**config.mk**
```make
export PLATFORM = sky130hd
export DESIGN_NAME = lsu_mem
export DESIGN_NICKNAME = d
export VERILOG_FILES = /design/src/rtl/lsu_mem.sv
export SDC_FILE = /design/constraint.sdc
export NUM_CORES = 1
export LEC_CHECK = 0
export BUFFER_PORTS_ARGS = -buffer_cell sky130_fd_sc_hd__buf_4
export CAP_MARGIN = 0
export CORE_MARGIN = 1
export CORE_UTILIZATION = 48
export DETAILED_ROUTE_END_ITERATION = 8
export PLACE_DENSITY_LB_ADDON = 0.2
export SLEW_MARGIN = 5
export SYNTH_ARGS = -nofsm -noshare
export SYNTH_HDL_FRONTEND = slang
export SYNTH_SLANG_ARGS = --single-unit
```
**constraint.sdc**
```tcl
create_clock -name clk -period 2.91 [get_ports clk]
set_clock_uncertainty 0.2 [all_clocks]
set_input_delay 0.4365 -clock clk [delete_from_list [all_inputs] [get_ports clk]]
set_output_delay 0.4365 -clock clk [all_outputs]
set_load 0.05 [all_outputs]
```
**src/rtl/lsu_mem.sv**
```systemverilog
// Data-side load/store unit: one memory operation at a time over a valid/ready bus,
// with store lane steering and load byte-lane extraction plus sign/zero extension.
module lsu_mem #(
    parameter int WIDTH   = 32,
    parameter int TIMEOUT = 255
) (
    input  logic             clk,
    input  logic             rst_n,
    input  logic             req_valid,
    output logic             req_ready,
    input  logic             mem_wr,
    input  logic [2:0]       mem_op,
    input  logic [WIDTH-1:0] addr,
    input  logic [WIDTH-1:0] wdata,
    output logic             resp_valid,
    output logic [WIDTH-1:0] resp_rdata,
    output logic             resp_err,
    output logic             bus_req_valid,
    input  logic             bus_req_ready,
    output logic [WIDTH-1:0] bus_addr,
    output logic             bus_we,
    output logic [3:0]       bus_wstrb,
    output logic [WIDTH-1:0] bus_wdata,
    input  logic             bus_rsp_valid,
    input  logic [WIDTH-1:0] bus_rdata,
    output logic [1:0]       dbg_state
);

    typedef enum logic [1:0] {
        S_IDLE = 2'd0,
        S_REQ  = 2'd1,
        S_WAIT = 2'd2,
        S_RESP = 2'd3
    } state_t;

    state_t            state;
    logic [7:0]        cnt;
    logic [2:0]        op_q;
    logic [1:0]        off_q;

    logic              illegal;
    logic [3:0]        strb_n;
    logic [WIDTH-1:0]  wdata_n;
    logic [WIDTH-1:0]  shifted;
    logic [WIDTH-1:0]  load_ext;

    // Handshakes: a transfer happens on a rising edge where valid and ready are both high.
    // The core side transfers in IDLE; the bus request transfers in REQ, with all bus_*
    // payload held stable from registers until then. Responses are single-cycle pulses
    // with no back-pressure on either side.
    assign req_ready     = (state == S_IDLE);
    assign bus_req_valid = (state == S_REQ);
    assign resp_valid    = (state == S_RESP);
    assign dbg_state     = state;

    always_comb begin
        illegal = 1'b0;
        strb_n  = 4'b0000;
        wdata_n = wdata;
        case (mem_op)
            3'b000, 3'b100: begin
                illegal = mem_wr && mem_op[2];
                strb_n  = 4'b0001 << addr[1:0];
                wdata_n = {4{wdata[7:0]}};
            end
            3'b001, 3'b101: begin
                illegal = addr[0] || (mem_wr && mem_op[2]);
                strb_n  = 4'b0011 << {addr[1], 1'b0};
                wdata_n = {2{wdata[15:0]}};
            end
            3'b010: begin
                illegal = (addr[1:0] != 2'b00);
                strb_n  = 4'b1111;
            end
            default: begin
                illegal = 1'b1;
            end
        endcase
        if (!mem_wr) begin
            strb_n = 4'b0000;
        end
    end

    // Load path: bring the addressed lane down to bit 0, then extend; mem_op[2] selects zero-extend.
    always_comb begin
        shifted  = bus_rdata >> {off_q, 3'b000};
        load_ext = shifted;
        case (op_q[1:0])
            2'b00:   load_ext = {{24{~op_q[2] & shifted[7]}}, shifted[7:0]};
            2'b01:   load_ext = {{16{~op_q[2] & shifted[15]}}, shifted[15:0]};
            default: load_ext = shifted;
        endcase
    end

    always_ff @(posedge clk) begin
        if (!rst_n) begin
            state      <= S_IDLE;
            cnt        <= 8'd0;
            op_q       <= 3'b000;
            off_q      <= 2'b00;
            resp_rdata <= '0;
            resp_err   <= 1'b0;
            bus_addr   <= '0;
            bus_we     <= 1'b0;
            bus_wstrb  <= 4'b0000;
            bus_wdata  <= '0;
        end else begin
            case (state)
                S_IDLE: begin
                    if (req_valid) begin
                        op_q       <= mem_op;
                        off_q      <= addr[1:0];
                        bus_addr   <= {addr[WIDTH-1:2], 2'b00};
                        bus_we     <= mem_wr;
                        bus_wstrb  <= strb_n;
                        bus_wdata  <= wdata_n;
                        resp_rdata <= '0;
                        resp_err   <= illegal;
                        state      <= illegal ? S_RESP : S_REQ;
                    end
                end
                S_REQ: begin
                    if (bus_req_ready) begin
                        cnt   <= 8'd0;
                        state <= S_WAIT;
                    end
                end
                S_WAIT: begin
                    if (bus_rsp_valid) begin
                        if (!bus_we) begin
                            resp_rdata <= load_ext;
                        end
                        resp_err <= 1'b0;
                        state    <= S_RESP;
                    end else if (cnt == 8'(TIMEOUT - 1)) begin
                        // This is the TIMEOUT-th WAIT cycle without a response.
                        resp_rdata <= '0;
                        resp_err   <= 1'b1;
                        state      <= S_RESP;
                    end else begin
                        cnt <= cnt + 8'd1;
                    end
                end
                S_RESP: begin
                    state <= S_IDLE;
                end
                default: begin
                    state <= S_IDLE;
                end
            endcase
        end
    end

endmodule

```
==> Word level (Yosys, flattened, before mapping) <==
Cells that the tools add are included.
{ "totals": {"regBits": 115, "latchBits": 0, "mem_bits_rw": 0, "romBits": 0, "in_bits": 105, "out_inout_bits": 107, "word_cells": 71, "n_memories": 0} }
{ "op_classes": {"n_addsub": 1, "multipliers": 0, "n_div": 0, "n_lt_le_gt_ge": 0, "eq_ne": 15, "n_shift": 3, "muxes": 24, "n_bitwise": 3, "reduce_logical": 15} }
{ "ops": {"columns": ["operator", "count"], "rows": [
  ["one-hot mux 32 bit (2 select lines)", 3],
  ["2-to-1 mux 32 bit", 4],
  [">> shifter 32 x 5 -> 32 bit", 1],
  ["2-to-1 mux 8 bit", 3],
  ["one-hot mux 8 bit (2 select lines)", 1],
  ["one-hot mux 4 bit (3 select lines)", 1],
  ["2-to-1 mux 2 bit", 5],
  ["adder 8 x 1 -> 8 bit (second input constant)", 1],
  ["equality test 8 bit (second input constant)", 1],
  ["one-hot mux 2 bit (4 select lines)", 1],
  ["AND reduction 4 bit", 2],
  ["equality test 3 bit (second input constant)", 2],
  ["!= test 2 bit (second input constant)", 3],
  ["!= test 3 bit (second input constant)", 2],
  ["AND reduction 3 bit", 2],
  ["nonzero test 2 bit", 3],
  ["equality test 2 x 1 -> 1 bit (second input constant)", 2],
  ["equality test 2 bit (second input constant)", 2],
  ["logical NOT 2 bit", 2],
  ["2-to-1 mux 4 bit", 1],
  ["OR reduction 2 bit", 2],
  ["<< shifter 1 x 2 -> 4 bit (first input constant)", 1],
  ["<< shifter 2 x 2 -> 4 bit (first input constant)", 1],
  ["equality test 3 x 1 -> 1 bit (second input constant)", 1],
  ["other kinds (11)", 14]
]} }

==> Depth between registers and ports, before layout <==
{ "depth": {"ltp_word": 6, "depth_mapped": 8, "depth_no_buf": 7} }

==> Worst setup path before layout <==
No wires, ideal clock.
{ "synth_timing": {"path_type": "reg2reg", "startpoint": "register state[0], in the netlist dbg_state[0]", "endpoint": "register resp_rdata[23]", "setup_ps": 122, "arrival_ps": 2395, "required_time_ps": 2588, "slack_ps": 192, "stages_incl_launch_ff": 9, "path_buffers": 1, "synth_period_minus_slack_ps": 2718, "cell_sequence": "dfxtp_1 inv_1 ha_1 nand2b_1 and4_1 buf_2 nand3b_1 inv_1 a221o_2"} }
{ "synth_between": {"elab_chain_cells": 3, "elab_cells_between_ends": 8, "classes_between": "4 x eq/ne; 1 x mux; 3 x reduce/logical"} }
{ "synth_lines": {"columns": ["element", "line", "rtl"], "rows": [
  ["start: declaration", "36", "state_t state;"],
  ["start signal: assignment", "119", "state <= illegal ? S_RESP : S_REQ;"],
  ["logical NOT 2 bit *", null, null],
  ["net req_ready", "10", "output logic req_ready,"],
  ["!= test 2 bit (no line) or nonzero test 2 bit (tied branches)", null, null],
  ["AND reduction 4 bit (no line)", null, null],
  ["end signal: assignment", "131", "resp_rdata <= load_ext;"],
  ["end: declaration", "16", "output logic [WIDTH-1:0] resp_rdata,"]
]} }
Mark *: on every way through the listed nets, which the timed path passes. The rest lies on a longest branch.
A chain may end at the register's enable or synchronous reset.

==> Worst setup path after layout <==
{ "layout_timing": {"startpoint": "register state[0], in the netlist dbg_state[0]", "endpoint": "register resp_rdata[28]"} }
{ "layout_between": {"elab_chain_cells": 3, "elab_cells_between_ends": 8, "classes_between": "4 x eq/ne; 1 x mux; 3 x reduce/logical"} }
{ "layout_lines": {"columns": ["element", "line", "rtl"], "rows": [
  ["equality test 2 bit or logical NOT 2 bit (tied branches)", "108", "case (state)"],
  ["!= test 3 bit (no line), or another cell as far along", null, null],
  ["AND reduction 4 bit (no line)", null, null]
]} }
Several ways; a longest one is shown, not always the timed one.

==> impl_results.md <==
- Routed via count: 5417
- Yosys top cell area share: 44.5%
- Crit path required time: 3120 ps
- Routability cong.: 0.873
- Slew HR: 47.8%
- Status: finished, final reports clean
- CTS max path bufs: 2
- WHS: 21.0 ps
- Wire per inst: 16.5 µm
- Total GRT Usage: 29.8%
- Ys Warns: 0
- Starting density of the core: 49.9%
- Number of synthesized flops with an enable pin: 0
- Mapped Avg Cell Area: 8.56 µm²
- Ys flop type: dfxtp_1
- Hold Path Origin: wdata[9]
- Top area cells in the synthesized netlist: dfxtp_1, nand2_1, a21oi_1
- Period Utilization, post-route: 88.2%
- CTS H-tree lvls: 4
- Worst-path clk slew: 60 ps
- DP HPWL: 10700 µm
- Sequential share of the synthesized area: 44.5%
- Slew Limit Fails: 0
- Slowest CP cell: ha_1
- Non-Filler Instances: 995
- Finished Core Util: 75.0%
- Dpl ws: 371 ps
- Cell taking the most area after synthesis: dfxtp_1
- Worst Path Arrival: 2770 ps
- Cell area after synthesis: 5180 µm²
- Pin slew with the least headroom to its limit: 783 ps
- Ys async rst share: 0%
- Worst VDD drop: 0.603 mV
- Max Cap Violations: 0
- Chip Width: 106 µm
- Worst setup margin: 344 ps
- Setup-failing EPs final: 0
- CP Launch Type: register
- Clock period minus worst slack: 2570 ps
- First-pass GRT wire length: 26200 µm
- CP peak stage delay: 460 ps
- Layout Nets: 958
- Crit-path cells: inv_1, ha_1, inv_1, o21ai_0, nor2b_2, a21oi_2, buf_4, a221o_2
- Leakage power: 3.39 nW
- CTS Root Cell: clkbuf_8
- Setup TNS: 0 ps
- DR iter-0 viols: 254
- Reg-to-Reg Start: dbg_state[0]$_SDFFE_PN0P_
- FF+latch count, synth: 115
- RSZ-0062 raised after global routing: false
- DR pass1 iterations: 4
- Post-route ant nets: 0
- P&R area growth vs syn: 50.2%
- Row cnt: 37
- Setup bufs post-CTS: 0
- Hold_buf cts: 50
- Clock Sinks: 115
- TritonCTS clock tree: built
- Most numerous cell in the Yosys netlist: nand2_1
- Vias per cell: 5.44
- CTS Buf Count: 17
- Finished Cell Area: 7770 µm²
- IO Port Bufs: 209
- DIE AREA: 11200 µm²
- Post-CTS sizing: 0
- Largest net degree at the start of global routing: 76
- Final total power: 6.78 mW
- Placed Instance Area: 6750 µm²
- Fraction of layout cells with a size suffix above 1: 32.5%
- Synth top cells by count: nand2_1, dfxtp_1, a21oi_1, o21ai_0, mux2i_1
- Core area: 10400 µm²
- Yosys cell types: 56
- Largest fanout on the critical path: 32
- Fmax: 390 MHz
- Initial antenna violation count: 0
- Cell count after synthesis: 605
- Critical Path Most Common Cell: inv_1
- Clock latency on the worst-skew pair: 520 ps
- Hold Crit Class: primary input to register
- Diode count: 0
- Cell Count Post-Placement: 914
- Vias in the first global route: 5398
- Final hold vios: 0
- # IOs: 212
- Die H: 106 µm
- CP Capture Type: register
- WS Path Type: register to register
- Power density cells: 872 nW/µm²
- # DRC: 0
- CP Launch Point: dbg_state[0]$_SDFFE_PN0P_
- Total gr overflow: 0
- Post-detailed-routing wire length: 16400 µm
[per-layer routing]
layer	part of all wire (%)	routed length, µm	vias up	global-route usage (%)
met1	40	6500	2548	33.9
met2	50	8210	216	51.2
li1	-	-	2612	-
met5	0	0	-	0
met4	2.8	466	0	13.1
met3	7.6	1240	41	9.09
[placed cells by master (no fill, tap or decap), types with 3 or more instances in the layout]
cell           synthesis  routed
clkbuf_1              20       6
dlygate4sd3_1          0      50
o2bb2ai_1              8       8
inv_1                 10       9
a21oi_1               68      68
mux2_2                 6       6
a221o_2               14      14
a22o_1                 5       5
nand2_1              139     138
clkbuf_16              0      16
mux2i_1               32      32
o21ai_0               38      38
a311oi_1               8       8
and3_1                 3       3
clkinv_2               0       5
buf_4                  2     218
ha_1                   6       6
xnor2_1                5       5
nor2_1                31      31
nand2b_1               3       3
dfxtp_1              115     115
nand3_1               13      13
clkbuf_8               2       3
a211oi_1              12      12
a211o_1                3       3
[state kept, by name (all words and copies together) (netlist names)]
signal / flops
bus_addr: 30
bus_wdata: 32
bus_we: 1
bus_wstrb: 4
cnt: 8
dbg_state: 2
off_q: 2
op_q: 3
resp_err: 1
resp_rdata: 32
[path summary, 6_finish.rpt]
kind	to	slack [ps]	cells past startpoint
max	resp_rdata[28]$_SDFFE_PN0P_	340	8
min	bus_wdata[9]$_SDFFE_PN0P_	20	3
max reg2reg	resp_rdata[28]$_SDFFE_PN0P_	340	8
min reg2reg	bus_wstrb[3]$_SDFFE_PN0P_	250	2
[logic make-up (layout without fill, tap and decap cells)]
family          Yosys count  count (layout)  synth area share (%)
flops                   115             115                  44.5
fa+ha+maj                 6               6                  1.45
xor+xnor                  5               5                 0.846
other cells               1               2                0.0724
buf+inv                  56             309                  5.29
compound gates          171             171                  22.1
mux                      40              40                  8.07
simple gates            211             211                  17.7
[worst max-delay path: cells and delay by family (launching register included)]
| kind | cells | cell delay [ps] |
|---|---|---|
| compound gates | 3 | 780 |
| fa+ha+maj | 1 | 460 |
| buf+inv | 3 | 410 |
| flops | 1 | 340 |
| simple gates | 1 | 240 |
[power by group]
| group | internal, mW | switching [mW] | total [mW] |
|---|---|---|---|
| clock network | 1.16 | 0.677 | 1.84 |
| registers | 1.86 | 0.185 | 2.04 |
| logic | 0.908 | 1.99 | 2.90 |
| total | 3.93 | 2.86 | 6.78 |
[cell type report]
class | count | area, µm²
Fill cell | 764 | 2600
Timing Repair Buffer | 268 | 2140
Sequential cell | 115 | 2300
Inverter | 10 | 37.5
Multi-Input combinational cell | 435 | 2610
Tap cell | 136 | 170
Clock inverter | 6 | 55.1
Clock buffer | 25 | 464
(Power assumes the default switching activity.)
